$ cat src/rtl/uart_transmitter_pkg.sv
// Shared UART constants: default baud divider, TX/RX state encodings,
// bus register offsets and STATUS bit positions. The RX peripheral
// imports the same package so both sides agree on the register map.
package uart_transmitter_pkg;

  // 27 MHz system clock / 115200 baud
  localparam int unsigned DEF_DELAY_FRAMES = 234;

  // Register offsets (low address bits)
  localparam logic [3:0] OFF_TXWORD = 4'h0;
  localparam logic [3:0] OFF_TXBYTE = 4'h4;
  localparam logic [3:0] OFF_STATUS = 4'h8;

  // STATUS word bit positions
  localparam int STATUS_BUSY_BIT    = 0;
  localparam int STATUS_OVERRUN_BIT = 1;

  // Transmitter states
  typedef enum logic [1:0] {
    TX_IDLE  = 2'd0,
    TX_START = 2'd1,
    TX_DATA  = 2'd2,
    TX_STOP  = 2'd3
  } tx_state_t;

  // Receiver states, kept here so both directions share one encoding table
  typedef enum logic [1:0] {
    RX_IDLE  = 2'd0,
    RX_START = 2'd1,
    RX_DATA  = 2'd2,
    RX_STOP  = 2'd3
  } rx_state_t;

  // Pack the STATUS register: {30'b0, overrun, busy}
  function automatic logic [31:0] status_word(input logic overrun, input logic busy);
    logic [31:0] w;
    w = '0;
    w[STATUS_OVERRUN_BIT] = overrun;
    w[STATUS_BUSY_BIT]    = busy;
    return w;
  endfunction

endpackage

$ cat src/rtl/uart_baud_tick.sv
// Baud-rate divider: counts 0..DELAY_FRAMES-1 and pulses o_tick on the
// last count of every bit period. i_clear holds the counter at zero so a
// frame always starts on a full-length bit. Reusable by the RX block.
module uart_baud_tick #(
  parameter int unsigned DELAY_FRAMES = 234
) (
  input  logic clk,
  input  logic rst_n,
  input  logic i_clear,
  output logic o_tick
);

  localparam int unsigned CNT_W = (DELAY_FRAMES > 1) ? $clog2(DELAY_FRAMES) : 1;
  localparam logic [CNT_W-1:0] LAST_COUNT = CNT_W'(DELAY_FRAMES - 1);

  logic [CNT_W-1:0] r_count;

  assign o_tick = (r_count == LAST_COUNT) && !i_clear;

  // Free-running bit-period counter, restarting at each bit boundary
  always_ff @(posedge clk or negedge rst_n) begin
    if (!rst_n) begin
      r_count <= '0;
    end else if (i_clear || o_tick) begin
      r_count <= '0;
    end else begin
      r_count <= r_count + CNT_W'(1);
    end
  end

endmodule

$ cat src/rtl/uart_transmitter.sv
// Memory-mapped 8N1 UART transmitter. A write to TXWORD sends four bytes
// ([31:24] first), a write to TXBYTE sends data_in[7:0]. STATUS reports
// busy and a sticky overrun flag that clears when STATUS is read.
module uart_transmitter
  import uart_transmitter_pkg::*;
#(
  parameter int unsigned DELAY_FRAMES = DEF_DELAY_FRAMES,
  parameter int unsigned ADDR_BITS    = 4
) (
  input  logic        clk,
  input  logic        rst_n,
  input  logic        write_enable,
  input  logic        read_enable,
  input  logic [31:0] address,
  input  logic [31:0] data_in,
  output logic [31:0] data_out,
  output logic        uart_tx
);

  tx_state_t r_state;
  tx_state_t w_state_next;

  logic [31:0] r_shift;
  logic [31:0] w_shift_next;
  logic [2:0]  r_bytes_left;
  logic [2:0]  w_bytes_left_next;
  logic [2:0]  r_bit_idx;
  logic [2:0]  w_bit_idx_next;
  logic        r_tx;
  logic        w_tx_next;
  logic        r_overrun;
  logic [31:0] r_data_out;

  logic                 w_tick;
  logic                 w_baud_clear;
  logic [ADDR_BITS-1:0] w_offset;
  logic                 w_sel_word;
  logic                 w_sel_byte;
  logic                 w_sel_status;
  logic                 w_wr_tx;
  logic                 w_busy;
  logic                 w_accept;
  logic                 w_overrun_set;
  logic                 w_status_rd;
  logic [7:0]           w_cur_byte;
  logic [2:0]           w_bit_idx_inc;
  logic                 w_unused_addr;

  // Only the low address bits select a register
  assign w_offset      = address[ADDR_BITS-1:0];
  assign w_unused_addr = ^address[31:ADDR_BITS];
  assign w_sel_word    = (w_offset == ADDR_BITS'(OFF_TXWORD));
  assign w_sel_byte    = (w_offset == ADDR_BITS'(OFF_TXBYTE));
  assign w_sel_status  = (w_offset == ADDR_BITS'(OFF_STATUS));

  assign w_busy        = (r_state != TX_IDLE);
  assign w_wr_tx       = write_enable && (w_sel_word || w_sel_byte);
  assign w_accept      = w_wr_tx && !w_busy;
  assign w_overrun_set = w_wr_tx && w_busy;
  assign w_status_rd   = read_enable && w_sel_status;

  // The byte on the wire is always the top byte of the shift word
  assign w_cur_byte    = r_shift[31:24];
  assign w_bit_idx_inc = r_bit_idx + 3'd1;

  // Counter only runs while a frame is in flight
  assign w_baud_clear  = (r_state == TX_IDLE);

  uart_baud_tick #(
    .DELAY_FRAMES(DELAY_FRAMES)
  ) u_baud_tick (
    .clk    (clk),
    .rst_n  (rst_n),
    .i_clear(w_baud_clear),
    .o_tick (w_tick)
  );

  // Next-state logic; also decides the next line level so the line and
  // the state update on the same edge
  always_comb begin
    w_state_next      = r_state;
    w_shift_next      = r_shift;
    w_bytes_left_next = r_bytes_left;
    w_bit_idx_next    = r_bit_idx;
    w_tx_next         = r_tx;
    case (r_state)
      TX_IDLE: begin
        w_tx_next = 1'b1;
        if (w_accept) begin
          w_state_next      = TX_START;
          w_tx_next         = 1'b0;
          w_bit_idx_next    = 3'd0;
          w_shift_next      = w_sel_word ? data_in : {data_in[7:0], 24'h0};
          w_bytes_left_next = w_sel_word ? 3'd4 : 3'd1;
        end
      end
      TX_START: begin
        if (w_tick) begin
          w_state_next   = TX_DATA;
          w_bit_idx_next = 3'd0;
          w_tx_next      = w_cur_byte[0];
        end
      end
      TX_DATA: begin
        if (w_tick) begin
          if (r_bit_idx == 3'd7) begin
            w_state_next = TX_STOP;
            w_tx_next    = 1'b1;
          end else begin
            w_bit_idx_next = w_bit_idx_inc;
            w_tx_next      = w_cur_byte[w_bit_idx_inc];
          end
        end
      end
      TX_STOP: begin
        if (w_tick) begin
          if (r_bytes_left > 3'd1) begin
            // Next byte follows immediately, no idle gap
            w_state_next      = TX_START;
            w_shift_next      = {r_shift[23:0], 8'h00};
            w_bytes_left_next = r_bytes_left - 3'd1;
            w_tx_next         = 1'b0;
          end else begin
            w_state_next      = TX_IDLE;
            w_bytes_left_next = 3'd0;
            w_tx_next         = 1'b1;
          end
        end
      end
      default: begin
        w_state_next = TX_IDLE;
        w_tx_next    = 1'b1;
      end
    endcase
  end

  // FSM state, shift word, counters and serial line flop
  always_ff @(posedge clk or negedge rst_n) begin
    if (!rst_n) begin
      r_state      <= TX_IDLE;
      r_shift      <= '0;
      r_bytes_left <= '0;
      r_bit_idx    <= '0;
      r_tx         <= 1'b1;
    end else begin
      r_state      <= w_state_next;
      r_shift      <= w_shift_next;
      r_bytes_left <= w_bytes_left_next;
      r_bit_idx    <= w_bit_idx_next;
      r_tx         <= w_tx_next;
    end
  end

  // Sticky overrun: a new overrun in the same cycle as a STATUS read wins
  always_ff @(posedge clk or negedge rst_n) begin
    if (!rst_n) begin
      r_overrun <= 1'b0;
    end else if (w_overrun_set) begin
      r_overrun <= 1'b1;
    end else if (w_status_rd) begin
      r_overrun <= 1'b0;
    end
  end

  // Registered read data; zero whenever no STATUS read is in progress
  always_ff @(posedge clk or negedge rst_n) begin
    if (!rst_n) begin
      r_data_out <= '0;
    end else if (w_status_rd) begin
      r_data_out <= status_word(r_overrun, w_busy);
    end else begin
      r_data_out <= '0;
    end
  end

  assign data_out = r_data_out;
  assign uart_tx  = r_tx;

endmodule

$ cat config.mk
export PLATFORM = sky130hd
export DESIGN_NAME = uart_transmitter
export DESIGN_NICKNAME = d
export VERILOG_FILES = /design/src/rtl/uart_transmitter_pkg.sv /design/src/rtl/uart_baud_tick.sv /design/src/rtl/uart_transmitter.sv
export SDC_FILE = /design/constraint.sdc
export NUM_CORES = 1
export LEC_CHECK = 0
export CAP_MARGIN = 20
export CORE_MARGIN = 3
export CORE_UTILIZATION = 35
export DETAILED_ROUTE_END_ITERATION = 8
export GPL_TIMING_DRIVEN = 0
export PLACE_DENSITY_LB_ADDON = 0.08
export RECOVER_POWER = 25
export SKIP_LAST_GASP = 1
export SLEW_MARGIN = 20
export SYNTH_ARGS = -nofsm -noshare
export SYNTH_HDL_FRONTEND = slang
export SYNTH_SLANG_ARGS = --single-unit
$ cat constraint.sdc
create_clock -name clk -period 4.7 [get_ports clk]
set_input_delay 0.705 -clock clk [delete_from_list [all_inputs] [get_ports clk]]
set_output_delay 0.705 -clock clk [all_outputs]
set_load 0.02 [all_outputs]
==> results of run 1 <==
-- cell usage after synthesis (3+ instances only) --
master    instances
mux2i_1          21
xnor2_1           3
o21ai_0           7
clkbuf_1          7
nor2_1           15
nand2_1          15
buf_4            30
ha_1             11
inv_1            24
dfrtp_1          51
buf_6             3
o211ai_1          3
a222oi_1          8
a22o_1           16
nand3_1           6
buf_2             3
mux2_1           18
xor2_1            3
-- cell families (layout without fill, tap and decap cells) --
| kind of cell | after synthesis | count (layout) |
|---|---|---|
| DFF | 52 | 52 |
| and+or+nand+nor | 56 | 56 |
| AOI/OAI and AO/OA | 50 | 50 |
| other | 1 | 30 |
| xor gates and xnor gates | 6 | 6 |
| buffers and inverters | 67 | 117 |
| adders and majority gates | 11 | 11 |
| muxes | 40 | 40 |
-- per-stage QoR --
stage	instances	power, uW	hold slack [ns]	utilization (%)	area, sq um
detailed placement	459	589	0.476	44.3	3700
finish	467	862	0.494	45.5	3790
global placement	459	589	0.467	44.4	3700
CTS	467	875	0.445	45.5	3790
floorplan	312	535	0.409	-	3150
global route	467	902	0.519	45.5	3790
-- power breakdown --
group          internal (uW)  total [uW]  switching, uW  leakage [uW]
clock network            120         283            163     0.0000434
logic                   58.8         114           55.0       0.00108
registers                458         465           6.96      0.000668
total                    637         862            225       0.00180
-- per-layer routing --
metal  wire, microns  track usage [%]
met4              93             5.04
met5               0                0
met2            3210             23.6
met1            3370             20.2
met3             335             2.52
-- sequential cells by signal, summed over array words and instances, names as in the netlist --
register             cells
data_out                 2
r_bit_idx                3
r_bytes_left             3
r_overrun                1
r_shift                 32
r_state                  2
u_baud_tick.r_count      8
uart_tx                  1
-- area by class of cell --
class	instances	area (sq um)
plain buffers	43	300
clock buffers	6	82.6
clock inverters	2	15.0
fillers	822	4550
inverters	24	90.1
multi-input cells	193	1460
flip-flops and latches	52	1300
well taps	105	131
repair buffers	42	414
-- worst min path at each step --
stage	startpoint	end	depth (start not counted)
finish	u_baud_tick.r_count[0]	u_baud_tick.r_count[0]	1
global route	r_shift[20]	r_shift[20]	1
CTS	rst_n	r_shift[5]	1
detailed placement	r_overrun	r_overrun	2
global placement	r_overrun	r_overrun	2
floorplan	rst_n	data_out[0]	0
==> summary.md, run 1 <==
| Metric | Value |
|---|---|
| Initial Utilization | `36.4%` |
| P&R area growth vs syn | `24.7%` |
| DRT Pass-1 Iters | `4` |
| Yosys cell types | `50` |
| Worst setup startpoint | `rst_n` |
| Sequential area share after synthesis | `42.9%` |
| Final Cycle Share | `61.4%` |
| Highest cell delay on the worst timing path | `1.97 ns` |
| Ranking of synthesized cells by area | `dfrtp_1, buf_4, mux2i_1` |
| WL per Instance | `15.0 microns` |
| Capture point of the worst path | `u_baud_tick.r_count[2]` |
| Die X | `99.2 microns` |
| CP Max Fanout | `52` |
| Fin worst setup slack | `1.82 ns` |
| Final hold violation count | `0` |
| First-pass GRT wire length | `11.4 mm` |
| CP endpoint kind | `asynchronous set/reset pin` |
| Clock Skews | `0.0132 ns` |
| Post-synth top area share | `42.0%` |
| Top delay family on crit path | `buffers and inverters` |
| Initial antenna violation count | `0` |
| R2R setup slack | `2.29 ns` |
| Max_cap viols | `1` |
| Complex-gate fraction of the synthesized area | `13.6%` |
| GP Congestion | `0.810` |
| Critical Path AT | `2.70 ns` |
| CTS tree | `yes` |
| Syn avg cell area | `10.7 sq um` |
| Place WS | `1.63 ns` |
| Most frequent cells in the layout | `dfrtp_1, clkdlybuf4s50_1, buf_4, conb_1, inv_1` |
| # setup viols final | `0` |
| Critical path's slowest cell | `clkbuf_1` |
| Initial drt markers | `117` |
| Mapped Area | `0.00304 sq mm` |
| Post-CTS Resized | `0` |
| Synth Area in Adders | `4.53%` |
| Min Tclk post-route | `2.88 ns` |
| Reg-to-reg startpoint | `r_state[1]` |
| Clock slew at reported path FFs | `0.09 ns` |
| Worst slew pin tran | `2.83 ns` |
| Hold buffers post-CTS | `0` |
| Leading area contributor after synthesis | `dfrtp_1` |
| Row cnt | `33` |
| Slew HR | `-88.6%` |
| HP Class | `reg2reg` |
| IO Count | `101` |
| Reg2Reg Depth | `6` |
| Fmax | `347 MHz` |
| DRC violations left | `0` |
| Max clock buf depth | `2` |
| Power Density | `227 mW/mm^2` |
| Num CTS Buffers | `5` |
| Synth Area in XOR/XNOR | `1.73%` |
| CP Launch Type | `input pin` |
| TNS Setup | `0 ns` |
| Largest family of logic cells by synthesized area | `multiplexers` |
| Root Buffer | `clkbuf_8` |
| Post-synth EDFFs | `0` |
| CTS sink count | `52` |
| P_leak | `0.00180 uW` |
| Area of the core | `0.00834 sq mm` |
| Cell count after synthesis | `283` |
| Clock latency on the worst-skew pair | `0.32 ns` |
| Fin. max-slew vios | `53` |
| Via/cell ratio | `4.80` |
| H-tree depth | `2` |
| Unrepaired setup endpoints after global routing | `no` |
| Flops & latches, synth | `52` |
| Chip Height | `99.2 microns` |
| Worst setup path class | `in2async` |
| Multiplexer share of the synthesized area | `14.0%` |
| Buf+Inv Stages, Crit Path | `1` |
| WP data required | `4.52 ns` |
| Post-Synth Simple-Gate Area | `10.4%` |
| Most used flip-flop cell after synthesis | `dfrtp_1` |
| Layout cells sized above 1 | `14.6%` |
| Die area | `0.00984 sq mm` |
| Total setup buffers inserted after CTS | `0` |
| Total GRT Usage | `14.7%` |
| Routed Antenna Nets | `0` |
| Asr flop ratio synth | `100%` |
| Nets | `440` |
| Grt total ovfl | `0` |
| Number of global-route vias before repair | `2256` |
| Detailed placement HPWL | `5.01 mm` |
| Routed WL | `7.02 mm` |
| Failing checks | `capacitance limit, slew limit` |
| Pin count of the biggest net entering global routing | `53` |
| Status | `complete, but fails checks` |
| Vias | `2243` |
| N_diodes | `0` |
| Port bufs | `42` |
| Cell chain of the critical path | `clkbuf_1` |
| R2R Path End | `r_shift[26]` |
| Max VDD drop | `0.107 mV` |
| YS warnings | `0` |
| Commonest non-fill, non-tap cell in the layout | `dfrtp_1` |
| Critical path depth | `1` |
Note: power is estimated with default switching activity, not from simulation.
==> run 2, diff against run 1 <==
==> constraint.sdc (replaced) <==
create_clock -name clk -period 2.45 [get_ports clk]
set_input_delay 0.3675 -clock clk [delete_from_list [all_inputs] [get_ports clk]]
set_output_delay 0.3675 -clock clk [all_outputs]
set_load 0.02 [all_outputs]
==> run 2 against run 1 <==
Effect of this change: the flow now finishes without violations; die area unchanged; count of clock-buffer cells in the layout unchanged; non-clock buffer count increased by 1; final cell count increased by 0.21%; hold slack got worse by 0.17 ns; via count about the same; sequential share of layout area decreased by 0.15 points; largest power group unchanged.
==> summary.md, run 2 (synthesized netlist as in run 1, its figures left out) <==
| Metric | Value |
|---|---|
| Initial drt markers | `112` |
| Buf+Inv Stages, Crit Path | `2` |
| Chip Height | `99.2 microns` |
| DRC violations left | `0` |
| Worst setup path class | `reg2reg` |
| Routed WL | `7.06 mm` |
| TNS Setup | `0 ns` |
| Final Cycle Share | `93.6%` |
| Final Util | `45.6%` |
| Detailed placement HPWL | `5.01 mm` |
| Number of global-route vias before repair | `2256` |
| CTS sink count | `52` |
| Port bufs | `42` |
| N_diodes | `0` |
| Filler cell count | `822` |
| Clock latency on the worst-skew pair | `0.32 ns` |
| Clock Skews | `0.0121 ns` |
| Highest cell delay on the worst timing path | `0.60 ns` |
| Initial Utilization | `36.4%` |
| Sequential Area | `0.00130 sq mm` |
| Via/cell ratio | `4.80` |
| Pin count of the biggest net entering global routing | `53` |
| H-tree depth | `2` |
| First-pass GRT wire length | `11.4 mm` |
| GP Congestion | `0.810` |
| # setup viols final | `0` |
| Num CTS Buffers | `5` |
| Footprint of the multi-input gates | `0.00146 sq mm` |
| CP endpoint kind | `register` |
| Largest Register | `r_shift` |
| Min Tclk post-route | `2.29 ns` |
| R2R setup slack | `0.16 ns` |
| Commonest non-fill, non-tap cell in the layout | `dfrtp_1` |
| HP Class | `in2async` |
| CTS tree | `yes` |
| Critical path depth | `6` |
| Reg2Reg Depth | `6` |
| Vias | `2245` |
| R2R Path End | `r_shift[23]` |
| Die X | `99.2 microns` |
| P&R area growth vs syn | `25.3%` |
| Top delay family on crit path | `simple AND/OR/NAND/NOR gates` |
| Fin. max-slew vios | `0` |
| Initial antenna violation count | `0` |
| Layout cells sized above 1 | `15.7%` |
| Final hold violation count | `0` |
| Largest regs | `r_shift: 32 flops, u_baud_tick.r_count: 8 flops` |
| Total GRT Usage | `14.7%` |
| Unrepaired setup endpoints after global routing | `no` |
| CP Max Fanout | `10` |
| P_leak | `0.00181 uW` |
| Root Buffer | `clkbuf_8` |
| Cell chain of the critical path | `inv_1, ha_1, or4_4, o21ai_4, buf_6, mux2_1` |
| Clock slew at reported path FFs | `0.11 ns` |
| Worst slew pin tran | `1.33 ns` |
| Routed Antenna Nets | `0` |
| Status | `finished, final reports clean` |
| WP data required | `2.65 ns` |
| Slew HR | `11.3%` |
| Power Density | `435 mW/mm^2` |
| Die area | `0.00984 sq mm` |
| Nets | `441` |
| Reg-to-reg startpoint | `r_state[0]` |
| DRT Pass-1 Iters | `5` |
| CP Launch Type | `register` |
| Critical Path AT | `2.49 ns` |
| Area of the core | `0.00834 sq mm` |
| Max clock buf depth | `2` |
| Critical path's slowest cell | `or4_4` |
| IO Count | `101` |
| Row cnt | `33` |
| Most frequent cells in the layout | `dfrtp_1, clkdlybuf4s50_1, buf_4` |
| Max reg flops | `32` |
| Max VDD drop | `0.206 mV` |
| Grt total ovfl | `0` |
| WL per Instance | `15.1 microns` |
| Max_cap viols | `0` |
| Fmax | `436 MHz` |
run 2: power by group:
| group | internal [uW] | leakage, uW | switching, uW |
|---|---|---|---|
| Sequential | 879 | 0.000668 | 13.4 |
| Combinational | 113 | 0.00110 | 107 |
| Clock | 230 | 0.0000434 | 313 |
run 2: final cells by class:
type                       instances  share of cell area (%)
clock inverter                     2                   0.394
tap                              105                    3.45
inverter                          24                    2.37
buffer                            43                    7.92
clock buffer                       6                    2.17
sequential                        52                    34.2
timing repair buffer              43                    11.1
multi-input combinational        193                    38.4
run 2: timing repair:
| action | CTS | global route |
|---|---|---|
| endpoints found under the setup margin | 0 | 31 |
| setup buffers | 0 | 1 |
| gates resized for setup | 0 | 3 |
| hold buffers | 0 | 0 |
run 2: through the flow:
stage	std cells	hold WS [ns]	area [sq um]	worst slack [ns]	total power (uW)
finish	468	0.324	3810	0.158	1660
CTS	467	0.108	3790	0.0145	1680
floorplan	312	0.0719	3150	0.304	1030
global placement	459	0.467	3700	-0.751	1130
detailed placement	459	0.460	3700	-0.278	1130
global route	468	0.436	3810	0.0291	1730
run 2: worst register-to-register path: stages (launching register included):
cell and delay (ns):
dfrtp_1 0.41, inv_1 0.11, ha_1 0.32, or4_4 0.61, o21ai_4 0.20, buf_6 0.21
mux2_1 0.33
run 2: how the worst max path moves through the flow:
| stage | endpoint | from | slack (ns) |
|---|---|---|---|
| finish | r_shift[23] | r_state[0] | 0.16 |
| detailed placement | r_bytes_left[2] | address[1] | -0.28 |
| floorplan | r_shift[20] | r_state[0] | 0.30 |
| global placement | u_baud_tick.r_count[0] | rst_n | -0.75 |
| global route | r_shift[2] | address[1] | 0.03 |
| CTS | r_shift[26] | r_state[1] | 0.01 |
run 2: routing by layer:
layer	wire, microns	track usage, %	vias up
li1	-	-	1105
met1	3390	20.2	1080
met2	3230	23.6	54
met3	340	2.52	6
met4	92	5.04	0
met5	0	0	-
==> variant: new RTL, config.mk and constraints of run 1 <==
Take the reset off `r_shift` and load it in a clocked block of its own.
--- a/src/rtl/uart_transmitter.sv
+++ b/src/rtl/uart_transmitter.sv
@@ -138,17 +138,19 @@
   always_ff @(posedge clk or negedge rst_n) begin
     if (!rst_n) begin
       r_state      <= TX_IDLE;
-      r_shift      <= '0;
       r_bytes_left <= '0;
       r_bit_idx    <= '0;
       r_tx         <= 1'b1;
     end else begin
       r_state      <= w_state_next;
-      r_shift      <= w_shift_next;
       r_bytes_left <= w_bytes_left_next;
       r_bit_idx    <= w_bit_idx_next;
       r_tx         <= w_tx_next;
     end
+  end
+
+  always_ff @(posedge clk) begin
+    r_shift <= w_shift_next;
   end
 
   // Sticky overrun: a new overrun in the same cycle as a STATUS read wins
Check against the original RTL: no difference found for any inputs over 10 cycles, from zero or initial values and one cycle with rst_n low; that may be too few to reach the edited logic, so the function may still have changed.
==> variant against run 1 <==
Sequential cell count unchanged; utilization up 0.99 points; largest cell class is now flip-flops and latches; power decreased by 3.3%; die area shrank 5.7%; critical path type is now in -> reg; design area decreased by 4.4%; wire length down 17%; global-route usage down 1.7 points; synthesized area shrank 6.1%; fmax increased by 0.65%; worst setup slack improved by 0.019 ns.
==> variant: results (changes against run 1) <==
finish:
  seq_area_um2: 1460  # was 1300 um2
  layout-drive-gt1-share_pct: 14.5  # was 14.6%
  bufAreaShareNonClock_pct: 19.4  # was 18.8%
  multi_input_cells: 204  # was 193
  multi_input_area_um2: 1220  # was 1460 um2
  clock_buffers: 7  # was 6
  sh_seq_area_pct: 40.3  # was 34.4%
  final-clk-cell-share_pct: 2.28  # was 2.57%
logic_synthesis:
  synth_edf_count: 32  # was 0
  synth_cells: 272  # was 283
  ys_top_cells_by_count: "nand2_1 (45), o21ai_0 (33), edfxtp_1 (32), buf_4 (30), dfrtp_1 (19)"  # was dfrtp_1 (51), buf_4 (30), inv_1 (24), mux2i_1 (21), mux2_1 (18)
  netlist-cell-type-count: 44  # was 50
global_route:
  met1_usage_pct: 17.6  # was 20.2%
  track_usage_pct: 13.1  # was 14.7%
  use_met3_pct: 3.05  # was 2.52%
critical_path:
  critPathCapture: "r_shift[1]"  # was u_baud_tick.r_count[2]
  crit-reg2reg-capture: "r_shift[24]"  # was r_shift[26]
  crit_slowest_cell: "or4b_1"  # was clkbuf_1
  slowest_delay_ns: 0.63  # was 1.97 ns
placement:
  dp.cells: 446  # was 459
  pre_cts_slack_ns: 1.61  # was 1.63 ns
  place.gp.congestion: 0.766  # was 0.810
  dpl.hpwl_um: 4350  # was 5010 um
run_status:
  outcome: "complete, no violations"  # was finished with violations
cts:
  clk_latency_ns: 0.30  # was 0.32 ns
routing:
  drt-vias-per-instance: 4.54  # was 4.80
  wl_met1_um: 2720  # was 3370 um
  met3_wirelength_um: 300  # was 335 um
  post_drt_wl_per_cell_um: 12.8  # was 15.0 um
worst_hold_path:
  worstHoldEndpoint: "data_out[1]"  # was u_baud_tick.r_count[0]
  min_path_cells: 2  # was 1
flow_run:
  drv_cap: 0  # was 1
timing:
  worstMarginPinSlew_ns: 0.917  # was 2.83 ns
  fmax_mhz: 349  # was 347 MHz
-- variant: cell count changes after synthesis, moves of 4 or more --
cell	delta
inv_1	-17
o21ai_0	+26
dfrtp_1	-32
mux2_1	-18
nand2_1	+30
and2_1	+7
a21oi_1	+4
a222oi_1	-8
nor3_1	+4
a22o_1	-14
edfxtp_1	+32
mux2i_1	-13
-- variant: where the power goes --
group          total (mW)  internal (mW)  switching, mW
combinational      0.0969         0.0525         0.0444
clock               0.250          0.107          0.143
sequential          0.486          0.485        0.00111
-- variant: kinds of logic after synthesis --
| group | Yosys count | synth area share, % |
|---|---|---|
| AOI/OAI and AO/OA | 51 | 10.4 |
| xor gates and xnor gates | 4 | 1.23 |
| adders and majority gates | 11 | 4.82 |
| DFF | 52 | 51.2 |
| and+or+nand+nor | 94 | 16.3 |
| other | 1 | 0.131 |
| muxes | 14 | 5.96 |
| buffers and inverters | 45 | 9.91 |
